<file path="src/rtl/core_pkg.sv">
// core_pkg: shared fetch-stage reset address, FSM state and buffer entry types
package core_pkg;
   localparam int          XLEN             = 32;
   localparam logic [31:0] BASEADDR_DEFAULT = 32'h0100_0000;
   typedef enum logic {RUN = 1'b0, DRAIN = 1'b1} fetch_state_e;
   typedef struct packed {
      logic [XLEN-1:0] pc;
      logic [XLEN-1:0] insn;
   } fetch_entry_t;
endpackage

</file>
<file path="src/rtl/fetch_buffer.sv">
// fetch_buffer: 2-entry FIFO of fetched {pc, insn} pairs with flush
module fetch_buffer
   import core_pkg::*;
#(
   parameter type entry_t = fetch_entry_t
) (
   input  logic       clk,
   input  logic       rst_n,
   input  logic       flush,
   input  logic       push,
   input  logic       pop,
   input  entry_t     din,
   output entry_t     dout,
   output logic [1:0] occ
);
   entry_t mem [2];
   logic   rd_ptr, wr_ptr;
   assign dout = mem[rd_ptr];
   // ring pointers and occupancy; flush empties the buffer like reset
   always_ff @(posedge clk) begin
      if (!rst_n || flush) begin
         rd_ptr <= 1'b0;
         wr_ptr <= 1'b0;
         occ    <= 2'd0;
      end else begin
         if (push) begin
            mem[wr_ptr] <= din;
            wr_ptr      <= ~wr_ptr;
         end
         if (pop) rd_ptr <= ~rd_ptr;
         occ <= occ + 2'(push) - 2'(pop);
      end
   end
endmodule

</file>
<file path="src/rtl/fetch_unit.sv">
// fetch_unit: PC generation, credit-limited imem requests, redirect draining
module fetch_unit
   import core_pkg::*;
#(
   parameter int                DWIDTH   = 32,
   parameter int                AWIDTH   = 32,
   parameter logic [AWIDTH-1:0] BASEADDR = AWIDTH'(BASEADDR_DEFAULT)
) (
   input  logic              clk,
   input  logic              rst_n,
   input  logic              redirect_i,
   input  logic [AWIDTH-1:0] target_i,
   output logic              imem_req_valid_o,
   input  logic              imem_req_ready_i,
   output logic [AWIDTH-1:0] imem_req_addr_o,
   input  logic              imem_rsp_valid_i,
   input  logic [DWIDTH-1:0] imem_rsp_data_i,
   output logic              dec_valid_o,
   input  logic              dec_ready_i,
   output logic [AWIDTH-1:0] dec_pc_o,
   output logic [DWIDTH-1:0] dec_insn_o
);
   typedef struct packed {
      logic [AWIDTH-1:0] pc;
      logic [DWIDTH-1:0] insn;
   } entry_t;
   fetch_state_e      state, state_nxt;
   logic [AWIDTH-1:0] pc, rsp_pc, tgt;
   logic [1:0]        outst, outst_nxt, occ;
   logic              live, hs, push, pop, empty;
   entry_t            head, rsp_entry;
   // responses accepted in RUN are in order and contiguous from the last redirect,
   // so their PC is tracked by rsp_pc instead of a queue of request addresses
   assign tgt              = target_i & ~AWIDTH'(3);
   assign empty            = occ == 2'd0;
   assign imem_req_valid_o = live && state == RUN && (3'(outst) + 3'(occ) < 3'd2);
   assign imem_req_addr_o  = pc;
   assign hs               = imem_req_valid_o && imem_req_ready_i;
   assign push             = imem_rsp_valid_i && state == RUN && !redirect_i;
   assign dec_valid_o      = !empty && !redirect_i;
   assign pop              = dec_valid_o && dec_ready_i;
   assign dec_pc_o         = empty ? '0 : head.pc;
   assign dec_insn_o       = empty ? '0 : head.insn;
   assign rsp_entry        = '{pc: rsp_pc, insn: imem_rsp_data_i};
   assign outst_nxt        = outst + 2'(hs) - 2'(imem_rsp_valid_i);
   assign state_nxt        = ((redirect_i || state == DRAIN) && outst_nxt != 2'd0) ? DRAIN : RUN;
   // fetch PC, expected response PC, in-flight credit count and drain FSM
   always_ff @(posedge clk) begin
      if (!rst_n) begin
         live   <= 1'b0;
         state  <= RUN;
         outst  <= 2'd0;
         pc     <= BASEADDR;
         rsp_pc <= BASEADDR;
      end else begin
         live   <= 1'b1;
         state  <= state_nxt;
         outst  <= outst_nxt;
         pc     <= redirect_i ? tgt : hs ? pc + AWIDTH'(4) : pc;
         rsp_pc <= redirect_i ? tgt : push ? rsp_pc + AWIDTH'(4) : rsp_pc;
      end
   end
   fetch_buffer #(.entry_t(entry_t)) u_buf (
      .clk   (clk),
      .rst_n (rst_n),
      .flush (redirect_i),
      .push  (push),
      .pop   (pop),
      .din   (rsp_entry),
      .dout  (head),
      .occ   (occ)
   );
   a_rsp_needs_credit : assert property (@(posedge clk) disable iff (!rst_n) !(imem_rsp_valid_i && outst == 2'd0));
   a_credit_cap       : assert property (@(posedge clk) disable iff (!rst_n) outst <= 2'd2);
endmodule

</file>
<file path="config.mk">
export PLATFORM = sky130hd
export DESIGN_NAME = fetch_unit
export DESIGN_NICKNAME = d
export VERILOG_FILES = /design/src/rtl/core_pkg.sv /design/src/rtl/fetch_buffer.sv /design/src/rtl/fetch_unit.sv
export SDC_FILE = /design/constraint.sdc
export NUM_CORES = 1
export LEC_CHECK = 0
export CAP_MARGIN = 0
export CORE_ASPECT_RATIO = 0.5
export CORE_UTILIZATION = 56
export DETAILED_ROUTE_END_ITERATION = 16
export GPL_ROUTABILITY_DRIVEN = 0
export PLACE_DENSITY_LB_ADDON = 0.2
export SETUP_SLACK_MARGIN = 0.1
export SLEW_MARGIN = 20
export SYNTH_ARGS = -nofsm -noshare
export SYNTH_HDL_FRONTEND = slang
export SYNTH_SLANG_ARGS = --single-unit
</file>
<file path="constraint.sdc">
create_clock -name clk -period 8.1 [get_ports clk]
set_input_delay 1.62 -clock clk [delete_from_list [all_inputs] [get_ports clk]]
set_output_delay 1.62 -clock clk [all_outputs]
set_load 0.005 [all_outputs]
</file>
==> flow_summary_export.csv <==
group,metric,value,unit
route,drt-total-wl,20700,um
grt,grt.total_usage,26.34,%
grt,antenna_found_initial,0,
setup_path,reg2reg_depth,12,
yosys,synth.distinct_cells,52,
clock_tree,cts_buffers,17,
yosys,synth_top_cells_by_count,"edfxtp_1 (124), nor2_1 (91), dfxtp_1 (69), mux2i_1 (63)",
yosys,synth.top_cell.area_share,43.46,%
layout,nNetsFinal,981,
clock_tree,clock_path_buffers,2,
yosys,seq_area_frac_synth,59.58,%
layout,multi_input_area,0.003241,sq mm
power_and_ir_drop,vdd_drop_max,0.0001790,V
place,dp.final_hpwl,13980,um
yosys,synthCells,761,
place,dpl_cell_area,0.01034,sq mm
timing,fin_setup_tns,0,ns
layout,fin_util,74.19,%
route,ant_nets,0,
power_and_ir_drop,total_power,2.169,mW
yosys,yosys_warnings,0,
route,wl_met3,2002,um
clock_tree,path_clk_slew,0.07,ns
clock_tree,post-cts-setup-buffers,0,
timing,fin_crit,4.771,ns
power_and_ir_drop,seqPwrFrac,52.6,%
setup_path,rr_startpoint,"u_buf.occ[0]",
clock_tree,cts_resized,0,
die,start_util,58.29,%
setup_path,r2r_slack,4.44,ns
die,die_h,89.47,um
setup_path,startpoint_type,"primary input",
grt,grt_pass1_vias,5894,
min_path,hold_path.startpoint,"u_buf.rd_ptr",
timing,slew-limit-headroom,26.73,%
clock_tree,cts_tree,"yes",
route,topRoutingLayerUsed,"met4",
timing,worst_pin_slew,1.089,ns
power_and_ir_drop,switching_power,0.5523,mW
timing,finalCritPeriodShare,58.90,%
yosys,avgSynthCellArea,11.26,sq um
yosys,yosysMostFrequentCell,"edfxtp_1",
setup_path,critPathRequiredTime,6.48,ns
layout,drive_gt1_share,5.344,%
yosys,synth_edf_count,124,
power_and_ir_drop,swShare,25.46,%
timing,setup_viol,0,
power_and_ir_drop,power.density,198.9,mW/mm^2
timing,rsz0062_at_grt,"no",
power_and_ir_drop,p_leak,3.513,nW
timing,skew,0.01243,ns
layout,antenna_cells,0,
flow_run,maxCapViolations,0,
clock_tree,hold_buffers,0,
clock_tree,numClockSinks,193,
grt,grt_max_degree,65,
timing,maxSlewViolCount,0,
die,die-width,176.9,um
yosys,async_flop_share,0,%
power_and_ir_drop,pwr-share-clk,37.2,%
clock_tree,clockRootBuffer,"clkbuf_16",
power_and_ir_drop,p_int,1.617,mW
route,dr_total_vias,6740,
layout,syn2layout_area_growth,27.29,%
clock_tree,clock_latency,0.42,ns
route,drtIter0Drc,586,
route,met1Wirelength,9260,um
place,numPortBuffers,161,
min_path,hold_path.class,"reg2reg",
yosys,synth_top_cell_by_area,"edfxtp_1",
layout,design_area,0.01091,sq mm
min_path,min_delay_path_depth,2,
die,io_pins,168,
setup_path,cp_max_fo,10,
yosys,synthFlopType,"edfxtp_1",
timing,hold_viol,0,
grt,overflow,0,
route,first_pass_iters,5,
status,outcome,"finished clean",
route,drc_errors,0,
route,via_per_inst,6.045,
grt,grt_first_pass_wirelength,31520,um
timing,max_freq,209.6,MHz
die,core_region_area,0.01470,sq mm
yosys,synthTopCellsByArea,"edfxtp_1 (43%), dfxtp_1 (16%), mux2i_1 (7.4%), nor2_1 (4.0%), o21ai_0 (2.2%)",
yosys,ys_ff_latch,193,
setup_path,r2r-end,"state",
layout,regArea,0.005109,sq mm
route,met2_wirelength,9241,um
die,dieArea,0.01583,sq mm
layout,fill_cells,990,
setup_path,cp-end-kind,"output port",
route,wire_per_inst,18.57,um
clock_tree,h-tree-depth,4,
power_and_ir_drop,combPwrFrac,10.3,%
setup_path,worstSetupPathType,"in2out",
setup_path,arrival,3.15,ns
yosys,netlist_area,0.008568,sq mm
die,rows,31,
-- worst max-delay path: stages --
cell and delay, ns:
clkdlybuf4s50_1 0.68, nor2_1 0.22, clkdlybuf4s50_1 0.62
-- power by group through the flow --
| stage | sequential, mW | combinational (mW) | clock [mW] |
|---|---|---|---|
| 2_1_floorplan | 1.15 | 0.109 | 0 |
| 3_3_place_gp | 1.16 | 0.212 | 0 |
| 3_5_place_dp | 1.16 | 0.220 | 0 |
| 4_1_cts | 1.14 | 0.222 | 0.815 |
| 5_1_grt | 1.15 | 0.243 | 0.859 |
| 6_report | 1.14 | 0.223 | 0.806 |
-- how the worst max path moves through the flow --
stage	to	start	depth (start not counted)	slack, ns
after floorplan	u_buf.mem[0][0]	redirect_i	3	2.99
final	dec_valid_o	redirect_i	3	3.33
after CTS	dec_valid_o	redirect_i	3	3.35
after detailed placement	dec_valid_o	redirect_i	3	3.39
after global routing	imem_req_valid_o	u_buf.occ[0]	5	3.23
after global placement	u_buf.mem[0][54]	redirect_i	5	3.31
-- stage by stage --
step | hold WS (ns) | setup slack (ns) | std cells
after floorplan | 0.4237 | 2.985 | 764
after global placement | 0.4860 | 3.315 | 1082
after detailed placement | 0.4998 | 3.385 | 1083
after CTS | 0.5164 | 3.352 | 1115
after global routing | 0.5354 | 3.231 | 1115
final | 0.5204 | 3.329 | 1115
-- flip-flops by register name (all words and copies together), names as in the netlist, named ones only --
name and count:
outst 2, u_buf.mem 124, u_buf.wr_ptr 1, u_buf.rd_ptr 1, rsp_pc 30, live 1
state 1, u_buf.occ 2, imem_req_addr_o 30
-- per-layer routing --
metal  vias to the layer above  global-route usage (%)
li1                       3157                       -
met1                      3182                   38.86
met2                       378                   40.14
met3                        23                   5.272
met4                         0                   6.348
met5                         -                       0
-- cell type report --
class / count / area share [%]
Sequential cell: 193 / 46.84
Inverter: 15 / 0.5162
Tap cell: 198 / 2.271
Timing Repair Buffer: 168 / 15.44
Multi-Input combinational cell: 509 / 29.71
Clock buffer: 18 / 3.935
Clock inverter: 14 / 1.285
-- cells by family (layout without fill, tap and decap cells) --
family	Yosys count	in the layout	synth area share, %
xor+xnor	25	25	2.555
buf+inv	62	215	2.921
compound gates	123	123	8.879
other cells	1	4	0.04377
simple gates	287	287	17.55
mux	63	63	7.360
flops	193	193	59.58
fa+ha+maj	7	7	1.110
-- layout by cell type (no fill, tap or decap), types with 13 or more instances in the layout --
master             n
a21oi_1           23
a31oi_1           22
clkbuf_16         17
clkdlybuf4s50_1  161
dfxtp_1           68
edfxtp_1         124
inv_1             14
mux2i_1           63
nand2_1           30
nand3_1           28
nand4_1           28
nor2_1            89
nor3_1            19
nor4_1            14
o21ai_0           38
or4_1             18
xnor2_1           13
Note: power is estimated with default switching activity, not from simulation.
